==> src/rtl/mem_stage_if.sv <==
// mem_stage_if: data-memory request/grant/response bus between mem_stage and memory
//  master (mem_stage): req, we, addr (word aligned), wdata (lane replicated), be
//  slave  (memory):    gnt (request accepted), rvalid (load data valid), rdata
interface mem_stage_if #(parameter int XLEN = 32);
  logic            req;
  logic            we;
  logic [XLEN-1:0] addr;
  logic [XLEN-1:0] wdata;
  logic [3:0]      be;
  logic            gnt;
  logic            rvalid;
  logic [XLEN-1:0] rdata;
  modport master(output req, we, addr, wdata, be, input gnt, rvalid, rdata);
  modport slave(input req, we, addr, wdata, be, output gnt, rvalid, rdata);
endinterface

==> src/rtl/mem_stage.sv <==
// mem_stage: memory-access stage between execute and writeback, one dmem transaction per op
//  clk, rst_n : clock, async active-low reset
//  E_*        : op from execute (valid/ready), ALU result/address, store data, size, rd, PC
//  dmem       : data-memory bus (master side)
//  M_*        : result to writeback (valid/ready), extended load data or passed-through result,
//               rd/write enable, PC, exception flag (misaligned/illegal memory access)
module mem_stage #(
  parameter int XLEN     = 32,
  parameter int PC_WIDTH = 32
) (
  input  logic                clk,
  input  logic                rst_n,
  input  logic                E_valid_i,
  output logic                E_ready_o,
  input  logic [XLEN-1:0]     E_valE_i,
  input  logic [XLEN-1:0]     E_store_data_i,
  input  logic                E_load_i,
  input  logic                E_store_i,
  input  logic [2:0]          E_funct3_i,
  input  logic [4:0]          E_rd_i,
  input  logic                E_rd_wen_i,
  input  logic [PC_WIDTH-1:0] E_PC_i,
  mem_stage_if.master         dmem,
  output logic                M_valid_o,
  input  logic                M_ready_i,
  output logic [XLEN-1:0]     M_valM_o,
  output logic [4:0]          M_rd_o,
  output logic                M_rd_wen_o,
  output logic [PC_WIDTH-1:0] M_PC_o,
  output logic                M_exc_o
);
  typedef enum logic [1:0] {IDLE, REQ, WAIT, DONE} state_t;
  state_t state, state_nx;
  logic [XLEN-1:0] addr_q, data_q, val_q, ld_val;
  logic [PC_WIDTH-1:0] pc_q;
  logic [4:0] rd_q;
  logic [2:0] f3_q;
  logic [1:0] off;
  logic [7:0] lbyte;
  logic [15:0] lhalf;
  logic [3:0] be_st;
  logic store_q, wen_q, exc_q, accept, is_mem, bad_f3, mis, exc_in, req, we;
  assign E_ready_o = state == IDLE || (state == DONE && M_ready_i);
  assign accept    = E_valid_i & E_ready_o;
  assign is_mem    = E_load_i | E_store_i;
  // loads allow b/h/w/bu/hu; stores allow only b/h/w
  assign bad_f3 = E_store_i ? (E_funct3_i[2] || E_funct3_i[1:0] == 2'b11)
                            : (E_funct3_i[1:0] == 2'b11 || E_funct3_i == 3'b110);
  assign mis = (E_funct3_i[1:0] == 2'b01 && E_valE_i[0]) ||
               (E_funct3_i[1:0] == 2'b10 && E_valE_i[1:0] != 2'b00);
  assign exc_in = is_mem & ((E_load_i & E_store_i) | bad_f3 | mis);
  always_ff @(posedge clk or negedge rst_n)
    if (!rst_n) state <= IDLE;
    else        state <= state_nx;
  always_comb begin
    state_nx = state;
    if (accept) state_nx = (is_mem && !exc_in) ? REQ : DONE;
    else if (state == REQ && dmem.gnt) state_nx = store_q ? DONE : WAIT;
    else if (state == WAIT && dmem.rvalid) state_nx = DONE;
    else if (state == DONE && M_ready_i) state_nx = IDLE;
  end
  always_ff @(posedge clk or negedge rst_n)
    if (!rst_n) begin
      addr_q  <= '0;
      data_q  <= '0;
      val_q   <= '0;
      pc_q    <= '0;
      rd_q    <= '0;
      f3_q    <= '0;
      store_q <= 1'b0;
      wen_q   <= 1'b0;
      exc_q   <= 1'b0;
    end else if (accept) begin
      addr_q  <= E_valE_i;
      data_q  <= E_store_data_i;
      val_q   <= E_valE_i;
      pc_q    <= E_PC_i;
      rd_q    <= E_rd_i;
      f3_q    <= E_funct3_i;
      store_q <= E_store_i;
      wen_q   <= E_rd_wen_i & ~E_store_i & ~exc_in;
      exc_q   <= exc_in;
    end else if (state == WAIT && dmem.rvalid) begin
      val_q <= ld_val;
    end
  assign off   = addr_q[1:0];
  assign lbyte = dmem.rdata[{off, 3'b000} +: 8];
  assign lhalf = off[1] ? dmem.rdata[31:16] : dmem.rdata[15:0];
  // funct3[2] selects zero extension for lbu/lhu
  assign ld_val = f3_q[1] ? dmem.rdata
                : f3_q[0] ? {{(XLEN-16){~f3_q[2] & lhalf[15]}}, lhalf}
                          : {{(XLEN-8){~f3_q[2] & lbyte[7]}}, lbyte};
  assign be_st = f3_q[1] ? 4'b1111 : f3_q[0] ? 4'b0011 << off : 4'b0001 << off;
  assign req          = state == REQ;
  assign we           = req & store_q;
  assign dmem.req     = req;
  assign dmem.we      = we;
  assign dmem.addr    = req ? {addr_q[XLEN-1:2], 2'b00} : '0;
  assign dmem.be      = we ? be_st : 4'b0000;
  assign dmem.wdata   = !we ? '0
                      : f3_q[1] ? data_q
                      : f3_q[0] ? {2{data_q[15:0]}}
                                : {4{data_q[7:0]}};
  assign M_valid_o  = state == DONE;
  assign M_valM_o   = val_q;
  assign M_rd_o     = rd_q;
  assign M_rd_wen_o = wen_q;
  assign M_PC_o     = pc_q;
  assign M_exc_o    = exc_q;
endmodule

==> src/flat_wrapper.sv <==
// flat-port wrapper written by rule: the top's interface ports become plain ports
module mem_stage_flat 
#(
  parameter int XLEN     = 32,
  parameter int PC_WIDTH = 32
)
  (clk, rst_n, E_valid_i, E_ready_o, E_valE_i, E_store_data_i, E_load_i, E_store_i, E_funct3_i, E_rd_i, E_rd_wen_i, E_PC_i, M_valid_o, M_ready_i, M_valM_o, M_rd_o, M_rd_wen_o, M_PC_o, M_exc_o, dmem_req, dmem_we, dmem_addr, dmem_wdata, dmem_be, dmem_gnt, dmem_rvalid, dmem_rdata);
  mem_stage_if #(.XLEN(XLEN)) dmem_i ();
  input  logic clk;
  input  logic rst_n;
  input  logic E_valid_i;
  output logic E_ready_o;
  input  logic [XLEN-1:0] E_valE_i;
  input  logic [XLEN-1:0] E_store_data_i;
  input  logic E_load_i;
  input  logic E_store_i;
  input  logic [2:0] E_funct3_i;
  input  logic [4:0] E_rd_i;
  input  logic E_rd_wen_i;
  input  logic [PC_WIDTH-1:0] E_PC_i;
  output logic M_valid_o;
  input  logic M_ready_i;
  output logic [XLEN-1:0] M_valM_o;
  output logic [4:0] M_rd_o;
  output logic M_rd_wen_o;
  output logic [PC_WIDTH-1:0] M_PC_o;
  output logic M_exc_o;
  output wire logic [$bits(dmem_i.req)-1:0] dmem_req;
  output wire logic [$bits(dmem_i.we)-1:0] dmem_we;
  output wire logic [$bits(dmem_i.addr)-1:0] dmem_addr;
  output wire logic [$bits(dmem_i.wdata)-1:0] dmem_wdata;
  output wire logic [$bits(dmem_i.be)-1:0] dmem_be;
  input wire logic [$bits(dmem_i.gnt)-1:0] dmem_gnt;
  input wire logic [$bits(dmem_i.rvalid)-1:0] dmem_rvalid;
  input wire logic [$bits(dmem_i.rdata)-1:0] dmem_rdata;
  assign dmem_req = dmem_i.req;
  assign dmem_we = dmem_i.we;
  assign dmem_addr = dmem_i.addr;
  assign dmem_wdata = dmem_i.wdata;
  assign dmem_be = dmem_i.be;
  assign dmem_i.gnt = dmem_gnt;
  assign dmem_i.rvalid = dmem_rvalid;
  assign dmem_i.rdata = dmem_rdata;
  mem_stage #(.XLEN(XLEN), .PC_WIDTH(PC_WIDTH)) u_core (.clk(clk), .rst_n(rst_n), .E_valid_i(E_valid_i), .E_ready_o(E_ready_o), .E_valE_i(E_valE_i), .E_store_data_i(E_store_data_i), .E_load_i(E_load_i), .E_store_i(E_store_i), .E_funct3_i(E_funct3_i), .E_rd_i(E_rd_i), .E_rd_wen_i(E_rd_wen_i), .E_PC_i(E_PC_i), .dmem(dmem_i), .M_valid_o(M_valid_o), .M_ready_i(M_ready_i), .M_valM_o(M_valM_o), .M_rd_o(M_rd_o), .M_rd_wen_o(M_rd_wen_o), .M_PC_o(M_PC_o), .M_exc_o(M_exc_o));
endmodule
==> config.mk <==
export PLATFORM = sky130hd
export DESIGN_NAME = mem_stage_flat
export DESIGN_NICKNAME = d
export VERILOG_FILES = /design/src/rtl/mem_stage_if.sv /design/src/rtl/mem_stage.sv /design/src/flat_wrapper.sv
export SDC_FILE = /design/constraint.sdc
export NUM_CORES = 1
export LEC_CHECK = 0
export CORE_ASPECT_RATIO = 0.6
export CORE_MARGIN = 10
export CORE_UTILIZATION = 47
export CTS_CLUSTER_DIAMETER = 100
export DETAILED_ROUTE_END_ITERATION = 10
export PLACE_DENSITY_LB_ADDON = 0.2
export SYNTH_ARGS = -nofsm -noshare
export SYNTH_HDL_FRONTEND = slang
export SYNTH_SLANG_ARGS = --single-unit
==> constraint.sdc <==
create_clock -name clk -period 4.9 [get_ports clk]
set_clock_uncertainty 0.2 [all_clocks]
set_input_delay 0.49 -clock clk [delete_from_list [all_inputs] [get_ports clk]]
set_output_delay 0.49 -clock clk [all_outputs]
set_load 0.1 [all_outputs]
# Word level (Yosys, flattened, before mapping)
# Index checks and enable logic that the tools add are counted.
op_classes:
  n_eq_ne: 7
  n_shift: 3
  mux: 19
  bitwise_logic: 14
  reduce_logical: 15
op_table:
  columns: ["cell", "count"]
  rows:
  - ["2-to-1 mux 32 bit", 8]
  - ["variable part select 32 x 6 -> 8 bit", 1]
  - ["2-to-1 mux 16 bit", 1]
  - ["2-to-1 mux 4 bit", 3]
  - ["2-to-1 mux 2 bit", 5]
  - ["bitwise AND 1 bit", 8]
  - ["== test 2 bit (second input constant)", 4]
  - ["logical AND 1 bit", 6]
  - ["== test 2 x 1 -> 1 bit (second input constant)", 2]
  - ["logical OR 1 bit", 4]
  - ["nonzero test 2 bit", 2]
  - ["nonzero test 4 bit", 1]
  - ["left shift 1 x 2 -> 4 bit (first input constant)", 1]
  - ["left shift 2 x 2 -> 4 bit (first input constant)", 1]
  - ["== test 3 bit (second input constant)", 1]
  - ["NOT 1 bit", 3]
  - ["bitwise OR 1 bit", 3]
  - ["zero test 2 bit", 1]
  - ["2-to-1 mux 1 bit", 2]
  - ["zero test 1 bit", 1]
totals:
  regBits: 141
  in_bits: 145
  output_inout_bits: 143
  word_cells: 68

# Logic depth before layout (Yosys ltp)
# Gate-level depths: netlist of run 1.
depth:
  ltp_word: 10
  ltp_mapped: 8

# Worst setup path before layout of run 1
# No wires, ideal clock.
synth_timing:
  path_kind: "register -> output"
  startpoint: "register u_core.f3_q[0]"
  endpoint: "output port dmem_wdata[10]"
  t_arrival_ns: 2.667
  required_ns: 4.210
  setup_slack_ns: 1.543
  path_stages_with_launch: 6
  cell_sequence: "dfrtp_1 buf_2 buf_2 nor2_1 nand2_1 a21oi_1"
synth_between:
  elab_chain_cells: 3
synth_lines:
  columns: ["item", "line_no", "rtl"]
  rows:
  - ["from (decl)", "mem_stage.sv:37", "logic [2:0] f3_q;"]
  - ["from (signal assigned)", "mem_stage.sv:79", "f3_q <= E_funct3_i;"]
  - ["2-to-1 mux 32 bit", "mem_stage.sv:102", ": f3_q[0] ? {2{data_q[15:0]}}"]
  - ["2-to-1 mux 32 bit", "mem_stage.sv:101", ": f3_q[1] ? data_q"]
  - ["2-to-1 mux 32 bit", "mem_stage.sv:100", "assign dmem.wdata = !we ? '0"]
  - ["to (decl)", "flat_wrapper.sv:31", "output wire logic [$bits(dmem_i.wdata)-1:0] dmem_wdata;"]
# Every way passes these cells.

# Worst setup path in the final report of run 1
layout_timing:
  startpoint: "register u_core.state[1]"
  endpoint: "output port dmem_be[1]"
layout_between:
  elab_chain_cells: 3
layout_lines:
  columns: ["item", "line_no", "rtl"]
  rows:
  - ["from (decl)", "mem_stage.sv:33", "state_t state, state_nx;"]
  - ["from (signal assigned)", "mem_stage.sv:54", "else state <= state_nx;"]
  - ["== test 2 x 1 -> 1 bit", "mem_stage.sv:94", "assign req = state == REQ;"]
  - ["bitwise AND 1 bit", "mem_stage.sv:95", "assign we = req & store_q;"]
  - ["2-to-1 mux 4 bit", "mem_stage.sv:99", "assign dmem.be = we ? be_st : 4'b0000;"]
  - ["to (decl)", "flat_wrapper.sv:32", "output wire logic [$bits(dmem_i.be)-1:0] dmem_be;"]
# Every way passes these cells.

==> summary.md, run 1 <==
| Metric | Value |
|---|---|
| Routed length per placed instance | `just under 20 um` |
| Remaining antenna violation count | `0` |
| Reg2reg setup slack | `roughly 1800 ps` |
| Post-CTS resize count | `0` |
| I/O pin total | `around 290` |
| Initial antenna violation count | `1` |
| Setup violators final | `0` |
| Hold Buf Count CTS | `0` |
| Reg2reg start | `u_core.state[1]` |
| Worst path required time | `4210 ps` |
| Ys async rst share | `1.000` |
| Die Wd | `176.7 um` |
| Worst endpoint data arrival time | `around 3200 ps` |
| Core box area | `roughly 14000 um2` |
| Synth top area share | `0.5099` |
| WL final | `25390 um` |
| Gr ovfl total | `0` |
| Crit Path Max Fanout | `43` |
| Initial Util | `0.4785` |
| CP Launch Point | `u_core.state[1]` |
| Synth unique cells | `44` |
| Final Hold Vio Count | `14` |
| Area Overhead vs Synth | `49.88%` |
| Worst path cell trace | `nor2b_4 > nand2_1 > nor2_1 > buf_4` |
| Post-Syn Instances | `849` |
| Ys flop type | `dfrtp_1` |
| Num CTS Buffers | `17` |
| CTS root buf | `clkbuf_16` |
| Yosys Warn Count | `0` |
| Max stage delay on crit path | `between 700 and 800 ps` |
| Multi-input gate area | `about 3100 um2` |
| Reg-to-Reg End | `u_core.M_valM_o[5]` |
| DRC viols | `0` |
| Violated checks | `hold timing` |
| Layout cells sized above 1 | `0.07727` |
| Via count | `6726` |
| Initial DRC count | `710` |
| Worst hold path type | `in -> async` |
| Clk slew on worst S/H paths | `about 70 ps` |
| H-Tree Depth | `4` |
| Placement Rows | `34` |
| Vias in the first global route | `roughly 6600` |
| Final Max Slew Viols | `0` |
| Hold Slack | `-68.94 ps` |
| Relative slew slack | `0.1919` |
| Setup TNS | `0 ps` |
| CP Class | `reg -> out` |
| Synth area leader | `dfrtp_1` |
| Unrepaired setup endpoints after global routing | `no` |
| Ant. Diodes | `0` |
| CTS tree | `done` |
| Vias per cell | `between 5 and 6` |
| CP max stage cell | `nand2_1` |
| Worst R2R Path Depth | `5` |
| Max_cap viols | `0` |
| Mean post-synth cell area | `between 8 and 9 um2` |
| RePlAce Congestion | `approximately 0.9` |
| Fillers | `~1200` |
| Fmax | `~0.26 GHz` |
| Final Cycle Share | `0.7861` |
| First-pass GRT wire length | `38780 um` |
| Port buffer count | `between 200 and 300` |
| Latest clock arrival within the worst-skew pair | `approximately 410 ps` |
| Largest cells by area after synthesis | `dfrtp_1, nand2_1, a21oi_1` |
| Sequential Area | `3530 um2` |
| Tightest Pin Transition | `~1200 ps` |
| Setup crit end | `dmem_be[1]` |
| CTS Buffer Depth | `2` |
| Clk sinks | `between 100 and 150` |
| Startpoint types | `register` |
| Setup bufs post-CTS | `0` |
| Register area share after synthesis | `0.5099` |
| Dpl hpwl | `18760 um` |
| Router iterations before antenna repair | `5` |
| Run status | `complete, but fails checks` |
| Area of the mapped netlist | `between 6000 and 7000 um2` |
| Die area | `slightly above 20000 um2` |
| GRT Resource Usage Total | `0.2450` |
| Yosys reg bits | `141` |
| Fin crit period | `3852 ps` |
| CP Capture Type | `output pin` |
| Die Span Y | `approximately 110 um` |
| Largest net degree at the start of global routing | `105` |
| Final net count | `~1200` |
| Post-synth EDFFs | `0` |
-- per-stage QoR --
stage,hold slack [ps],instances,worst slack (ps),area [um2],util
after floorplan,-5.591,850,1543,6924,-
after global placement,249.8,1279,1524,9747,0.6739
after detailed placement,255.2,1279,1451,9747,0.6739
after CTS,26.70,1311,992.0,10370,0.7171
after global routing,46.32,1311,701.5,10370,0.7171
final,-68.94,1311,1048,10370,0.7171
-- state kept, by name, summed over array words and instances, names as in the netlist, 2 cells and up --
register and cells:
u_core.f3_q 3, u_core.M_valM_o 32, u_core.M_PC_o 32, u_core.addr_q 32
u_core.state 2, u_core.data_q 32, u_core.M_rd_o 5
-- cell families (layout without fill, tap and decap cells) --
group / after synthesis / in the layout / share of synthesized area
compound gates: 123 / 123 / 0.1141
simple gates: 497 / 497 / 0.3012
buf+inv: 66 / 329 / 0.04321
other cells: 1 / 2 / 0.0005419
mux: 21 / 21 / 0.03110
flops: 141 / 141 / 0.5099
-- cell usage after synthesis (4+ instances only) --
master    instances
nand3_1           6
nor3_1            7
and2_1           31
buf_2            26
o221ai_1          7
a21oi_1          45
mux2i_1          19
a41oi_2           7
inv_1             5
or3_1            16
o21ai_1          18
dfrtp_1         141
and3_1           15
a31oi_1          10
o21ai_0          25
nand2_1         357
clkbuf_1         27
nor2_1           52
nor2b_1           4
-- final cells by class --
cell class / count / area share
tap: 198 / 0.02388
clock inverter: 15 / 0.01930
clock buffer: 17 / 0.04101
sequential: 141 / 0.3403
timing repair buffer: 291 / 0.2737
multi-input combinational: 643 / 0.2996
inverter: 6 / 0.002171
-- routing by layer --
layer	wire, um	vias to the layer above	GRT usage	share of wire
met5	13	-	0	0.00051
met3	2877	31	0.1010	0.11
met4	420	2	0.06023	0.017
met1	11160	3122	0.3268	0.44
li1	-	3259	-	-
met2	10930	312	0.3623	0.43
-- worst min-delay path by stage --
| stage | cells after the start | start | to | slack [ps] |
|---|---|---|---|---|
| after global placement | 2 | u_core.addr_q[7] | u_core.addr_q[7] | 250 |
| after CTS | 1 | rst_n | u_core.data_q[21] | 30 |
| final | 1 | rst_n | u_core.data_q[21] | -70 |
| after global routing | 1 | rst_n | u_core.data_q[21] | 50 |
| after detailed placement | 2 | u_core.addr_q[4] | u_core.addr_q[4] | 260 |
| after floorplan | 0 | rst_n | u_core.M_PC_o[0] | -6 |
-- worst max-delay path, delay by kind of cell, from the launching register on --
kind	cells	cell delay, ps
buffers and inverters	1	350
DFF	1	520
and+or+nand+nor	3	1870
-- cells in the final DEF (no fill, tap or decap), types with 6 or more instances in the layout --
master,n
nand2_1,356
mux2i_1,19
and2_1,31
a41oi_2,7
o21ai_0,25
clkbuf_16,17
o221ai_1,7
nor3_1,7
dfrtp_1,140
nor2_1,52
or3_1,16
buf_4,34
o21ai_1,18
and3_1,15
a31oi_1,10
a21oi_1,45
clkdlybuf4s50_1,255
nand3_1,6
Power of run 1 is left out: the tool's default activity adds up to more than one toggle a clock period on the data nets, which glitch-free logic cannot reach.
==> run 2, diff against run 1 <==
--- a/config.mk
+++ b/config.mk
@@ -7,7 +7,7 @@
 export LEC_CHECK = 0
 export CORE_ASPECT_RATIO = 0.6
 export CORE_MARGIN = 10
-export CORE_UTILIZATION = 47
+export CORE_UTILIZATION = 39
 export CTS_CLUSTER_DIAMETER = 100
 export DETAILED_ROUTE_END_ITERATION = 10
 export PLACE_DENSITY_LB_ADDON = 0.2
==> constraint.sdc (replaced) <==
create_clock -name clk -period 3.4 [get_ports clk]
set_clock_uncertainty 0.2 [all_clocks]
set_input_delay 0.34 -clock clk [delete_from_list [all_inputs] [get_ports clk]]
set_output_delay 0.34 -clock clk [all_outputs]
set_load 0.1 [all_outputs]
==> summary.md, run 2 (synthesis results as in run 1) <==
| Metric | Value |
|---|---|
| CTS Buffer Depth | `2 (unchanged)` |
| Worst path required time | `2860 ps (was 4210 ps)` |
| Initial Util | `0.4008 (was 0.4785)` |
| Area Overhead vs Synth | `54.11% (was 49.88%)` |
| Via count | `6773 (was 6726)` |
| Crit Path Max Fanout | `17 (was 43)` |
| GRT Resource Usage Total | `0.2195 (was 0.2450)` |
| Worst hold path type | `in -> reg (was in -> async)` |
| Final Hold Vio Count | `0 (was 14)` |
| WL final | `26670 um (was 25390 um)` |
| Relative slew slack | `0.3034 (was 0.1919)` |
| Fillers | `1489 (was 1165)` |
| Core box area | `17270 um2 (was 14460 um2)` |
| Commonest non-fill, non-tap cell in the layout | `nand2_1 (unchanged)` |
| Fmax | `about 0.35 GHz` |
| Final net count | `1254 (was 1245)` |
| Max stage delay on crit path | `680 ps (was 750 ps)` |
| DRC viols | `0 (unchanged)` |
| Remaining antenna violation count | `0 (unchanged)` |
| Setup TNS | `0 ps (unchanged)` |
| Port buffer count | `285 (unchanged)` |
| CTS root buf | `clkbuf_16 (unchanged)` |
| Routed length per placed instance | `19.70 um (was 19.37 um)` |
| Vias per cell | `5.002 (was 5.130)` |
| Multi-input gate area | `3108 um2 (unchanged)` |
| Num CTS Buffers | `17 (unchanged)` |
| Setup violators final | `0 (unchanged)` |
| RePlAce Congestion | `0.8722 (was 0.8991)` |
| CP Buf/Inv Count | `2 (was 1)` |
| CP max stage cell | `dfrtp_1 (was nand2_1)` |
| Max_cap viols | `0 (unchanged)` |
| Die Wd | `192.0 um (was 176.7 um)` |
| Most frequent cells in the layout | `nand2_1, clkdlybuf4s50_1, dfrtp_1 (unchanged)` |
| Worst path cell trace | `buf_4 > mux2i_1 > nor2_1 > a21oi_1 > nor2_1 > buf_12 (was nor2b_4 > nand2_1 > nor2_1 > buf_4)` |
| First-pass GRT wire length | `40520 um (was 38780 um)` |
| Die Span Y | `123.2 um (was 114.0 um)` |
| Sequential Area | `3530 um2 (unchanged)` |
| Area after DPL | `10100 um2 (was 9747 um2)` |
| Clk sinks | `141 (unchanged)` |
| Initial antenna violation count | `0 (was 1)` |
| Initial DRC count | `667 (was 710)` |
| Worst endpoint data arrival time | `2280 ps (was 3160 ps)` |
| Most used cell, CP | `nor2_1` |
| CP Capture Type | `output pin (unchanged)` |
| Layout cells sized above 1 | `0.1321 (was 0.07727)` |
| Final Max Slew Viols | `0 (unchanged)` |
| Tightest Pin Transition | `1042 ps (was 1212 ps)` |
| Placement Rows | `37 (was 34)` |
| Startpoint types | `register (unchanged)` |
| Final Cycle Share | `0.8304` |
| Hold Slack | `256.1 ps (was -68.94 ps)` |
| Design area | `10670 um2 (was 10370 um2)` |
| Run status | `finished, final reports clean (was complete, but fails checks)` |
| Vias in the first global route | `6674 (was 6599)` |
| Die area | `23650 um2 (was 20140 um2)` |
| Unrepaired setup endpoints after global routing | `no (unchanged)` |
| Final WS setup | `576.5 ps (was 1048 ps)` |
| H-Tree Depth | `4 (unchanged)` |
| Clk slew on worst S/H paths | `70 ps (about the same)` |
| Dpl ws | `574.9 ps (was 1451 ps)` |
| Ant. Diodes | `0 (unchanged)` |
| CTS tree | `done (unchanged)` |
| Fin crit period | `approximately 2800 ps` |
| CP Class | `reg -> out (unchanged)` |
| Worst path top cell family by delay | `flip-flops (was simple AND/OR/NAND/NOR gates)` |
| Latest clock arrival within the worst-skew pair | `400 ps (was 410 ps)` |
| Dpl hpwl | `19820 um (was 18760 um)` |
| Router iterations before antenna repair | `5 (unchanged)` |
| Gr ovfl total | `0 (unchanged)` |
| I/O pin total | `288 (unchanged)` |
| Largest net degree at the start of global routing | `77 (was 105)` |
==> run 2: final cells by class <==
class,instances,share of cell area
flip-flops and latches,141,0.3309
repair buffers,300,0.2960
multi-input cells,643,0.2914
clock buffers,18,0.04118
well taps,234,0.02745
clock inverters,12,0.01091
inverters,6,0.002112
==> run 2: worst reg2reg max path: cells and delay by family (launching register included) <==
| kind | cells | cell delay, ps |
|---|---|---|
| DFF | 1 | 530 |
| and+or+nand+nor | 3 | 1320 |
| AOI/OAI and AO/OA | 2 | 460 |
==> run 2: per-layer routing <==
metal | GRT usage | share of wire
met1 | 0.3111 | 0.46
met2 | 0.3116 | 0.42
met3 | 0.09111 | 0.11
met4 | 0.03182 | 0.0056
met5 | 0 | 0
==> run 2: what timing repair did <==
action,CTS,global route
buffers inserted,0,0
gates resized for setup,0,0
hold buffers,1,0
setup endpoints to repair,0,0
endpoints found under the hold margin,70,0
==> run 2: path summary, 6_finish.rpt <==
check	depth (start not counted)	endpoint	slack, ps	startpoint
max in group asynchronous	3	u_core.M_valM_o[29]	1860	rst_n
min in group asynchronous	2	u_core.data_q[21]	300	rst_n
hold / removal	3	u_core.data_q[4]	260	E_store_data_i[4]
setup / recovery	6	dmem_wdata[26]	580	u_core.f3_q[0]
setup reg to reg	5	u_core.state[1]	750	u_core.state[1]
hold reg to reg	2	u_core.addr_q[5]	270	u_core.addr_q[5]
==> run 2: per-stage QoR <==
step,utilization,cells
final,0.6176,1354
after global routing,0.6176,1354
after CTS,0.6176,1354
after detailed placement,0.5849,1323
after global placement,0.5849,1323
after floorplan,-,850
Power of run 2 is left out for the same reason.
==> run 3, diff against run 2 <==
--- a/config.mk
+++ b/config.mk
@@ -7,7 +7,7 @@
 export LEC_CHECK = 0
 export CORE_ASPECT_RATIO = 0.6
 export CORE_MARGIN = 10
-export CORE_UTILIZATION = 39
+export CORE_UTILIZATION = 43
 export CTS_CLUSTER_DIAMETER = 100
 export DETAILED_ROUTE_END_ITERATION = 10
 export PLACE_DENSITY_LB_ADDON = 0.2
==> constraint.sdc (replaced) <==
create_clock -name clk -period 2.85 [get_ports clk]
set_clock_uncertainty 0.2 [all_clocks]
set_input_delay 0.285 -clock clk [delete_from_list [all_inputs] [get_ports clk]]
set_output_delay 0.285 -clock clk [all_outputs]
set_load 0.1 [all_outputs]
==> summary.md, run 3 (synthesis results as in run 1) <==
| Metric | Value |
|---|---|
| Die Span Y | `118.3 um (was 123.2 um)` |
| Worst hold path type | `in -> reg (unchanged)` |
| Vias in the first global route | `7048 (was 6674)` |
| Via count | `6972 (was 6773)` |
| Final Hold Vio Count | `0 (unchanged)` |
| Fin crit period | `2590 ps` |
| Final net count | `1263 (was 1254)` |
| GRT Resource Usage Total | `0.2326 (was 0.2195)` |
| Clk sinks | `141 (unchanged)` |
| Relative slew slack | `0.5212 (was 0.3034)` |
| CTS tree | `done (unchanged)` |
| First-pass GRT wire length | `40320 um (was 40520 um)` |
| Hold Path Sink | `u_core.M_PC_o[1] (was u_core.data_q[4])` |
| Dpl hpwl | `19740 um (was 19820 um)` |
| Unrepaired setup endpoints after global routing | `no (unchanged)` |
| Core box area | `15550 um2 (was 17270 um2)` |
| Placement Rows | `35 (was 37)` |
| Most frequent cells in the layout | `nand2_1, clkdlybuf4s50_1, dfrtp_1 (unchanged)` |
| Die Wd | `183.8 um (was 192.0 um)` |
| Hold Slack | `200.1 ps (was 256.1 ps)` |
| RePlAce Congestion | `0.8834 (was 0.8722)` |
| Reg2reg setup slack | `590 ps (was 750 ps)` |
| DRC viols | `0 (unchanged)` |
| Die area | `21730 um2 (was 23650 um2)` |
| Initial Util | `0.4452 (was 0.4008)` |
| Commonest non-fill, non-tap cell in the layout | `nand2_1 (unchanged)` |
| Port buffer count | `285 (unchanged)` |
| Vias per cell | `5.222 (was 5.002)` |
| CP Capture Type | `output pin (unchanged)` |
| CP Class | `reg -> out (unchanged)` |
| Fillers | `1218 (was 1489)` |
| Worst R2R Path Depth | `5 (unchanged)` |
| CTS root buf | `clkbuf_16 (unchanged)` |
| Final Non-Filler Cells | `1335 (was 1354)` |
| Initial antenna violation count | `1 (was 0)` |
| Post-CTS resize count | `0 (unchanged)` |
| Final Max Slew Viols | `0 (unchanged)` |
| Final Cycle Share | `0.9088` |
| Placed insts | `1300 (was 1323)` |
| Tightest Pin Transition | `718.1 ps (was 1042 ps)` |
| Final WS setup | `259.9 ps (was 576.5 ps)` |
| Remaining antenna violation count | `0 (unchanged)` |
| HP Start | `E_PC_i[1] (was E_store_data_i[4])` |
| Reg-to-Reg End | `u_core.M_valM_o[16] (was u_core.state[1])` |
| Area Overhead vs Synth | `60.88% (was 54.11%)` |
| Layout cells sized above 1 | `0.2051 (was 0.1321)` |
| CTS Buffer Depth | `2 (unchanged)` |
| Startpoint types | `register (unchanged)` |
| CP Launch Point | `u_core.state[1] (was u_core.f3_q[0])` |
| Run status | `finished, final reports clean (unchanged)` |
| Max_cap viols | `0 (unchanged)` |
| Dpl ws | `479.7 ps (was 574.9 ps)` |
| Clk slew on worst S/H paths | `70 ps (about the same)` |
| Largest net degree at the start of global routing | `90 (was 77)` |
| Reg2reg start | `u_core.addr_q[1] (was u_core.state[1])` |
| I/O pin total | `288 (unchanged)` |
| H-Tree Depth | `4 (unchanged)` |
| Num CTS Buffers | `17 (unchanged)` |
| Worst endpoint data arrival time | `2110 ps (was 2280 ps)` |
| Latest clock arrival within the worst-skew pair | `400 ps (about the same)` |
| Worst path required time | `2370 ps (was 2860 ps)` |
| Initial DRC count | `656 (was 667)` |
| WL final | `25890 um (was 26670 um)` |
| Router iterations before antenna repair | `5 (unchanged)` |
| Crit Path Max Fanout | `14 (was 17)` |
| Gr ovfl total | `0 (unchanged)` |
| Hold Path Stages | `3 (unchanged)` |
| Fmax | `just under 0.4 GHz` |
| Routed length per placed instance | `19.40 um (was 19.70 um)` |
| Setup violators final | `0 (unchanged)` |
run 3: cell types whose count changed in the layout (fill, tap and decap cells not counted), sizes merged:
cell	change
clkdlybuf4s50	-56
clkinv	-4
buf	+65
clkinvlp	-1
diode	+1
inv	+7
run 3: final cells by class:
type,instances,area (um2),area share
clock buffers,18,429.2,0.03855
repair buffers,309,3585,0.3220
well taps,203,254.0,0.02281
diodes,1,2.502,0.0002248
clock inverters,14,146.4,0.01315
inverters,6,22.52,0.002023
multi-input cells,643,3164,0.2842
flip-flops and latches,141,3530,0.3170
run 3: worst max path at each step:
stage | to | cells past startpoint
finish | dmem_wdata[27] | 5
CTS | dmem_wdata[27] | 5
detailed placement | u_core.M_valM_o[16] | 5
global placement | u_core.M_valM_o[16] | 6
floorplan | u_core.M_valM_o[21] | 8
global route | dmem_wdata[27] | 5
run 3: critical path, stage by stage (launching register included):
cell and delay (ps):
dfrtp_1 520, nor2b_4 230, nand2_1 230, buf_4 280, nor2_1 230, buf_12 210
run 3: timing repair:
item,CTS,global route
endpoints found under the hold margin,52,0
setup buffers,0,1
endpoints found under the setup margin,0,7
hold buffers,1,0
run 3: stage by stage:
step	TNS [ps]	instance area (um2)	util
finish	0	11130	0.7161
global route	0	11130	0.7161
CTS	0	11120	0.7155
detailed placement	0	10540	0.6778
global placement	0	10540	0.6778
floorplan	-19500	6980	-
run 3: per-layer routing:
metal | up-vias | wire [um] | GRT usage
met1 | 3347 | 11470 | 0.3123
li1 | 3311 | - | -
met4 | 0 | 143 | 0.03976
met5 | - | 0 | 0
met3 | 9 | 2874 | 0.09972
met2 | 305 | 11410 | 0.3443
Power of run 3 is left out for the same reason.
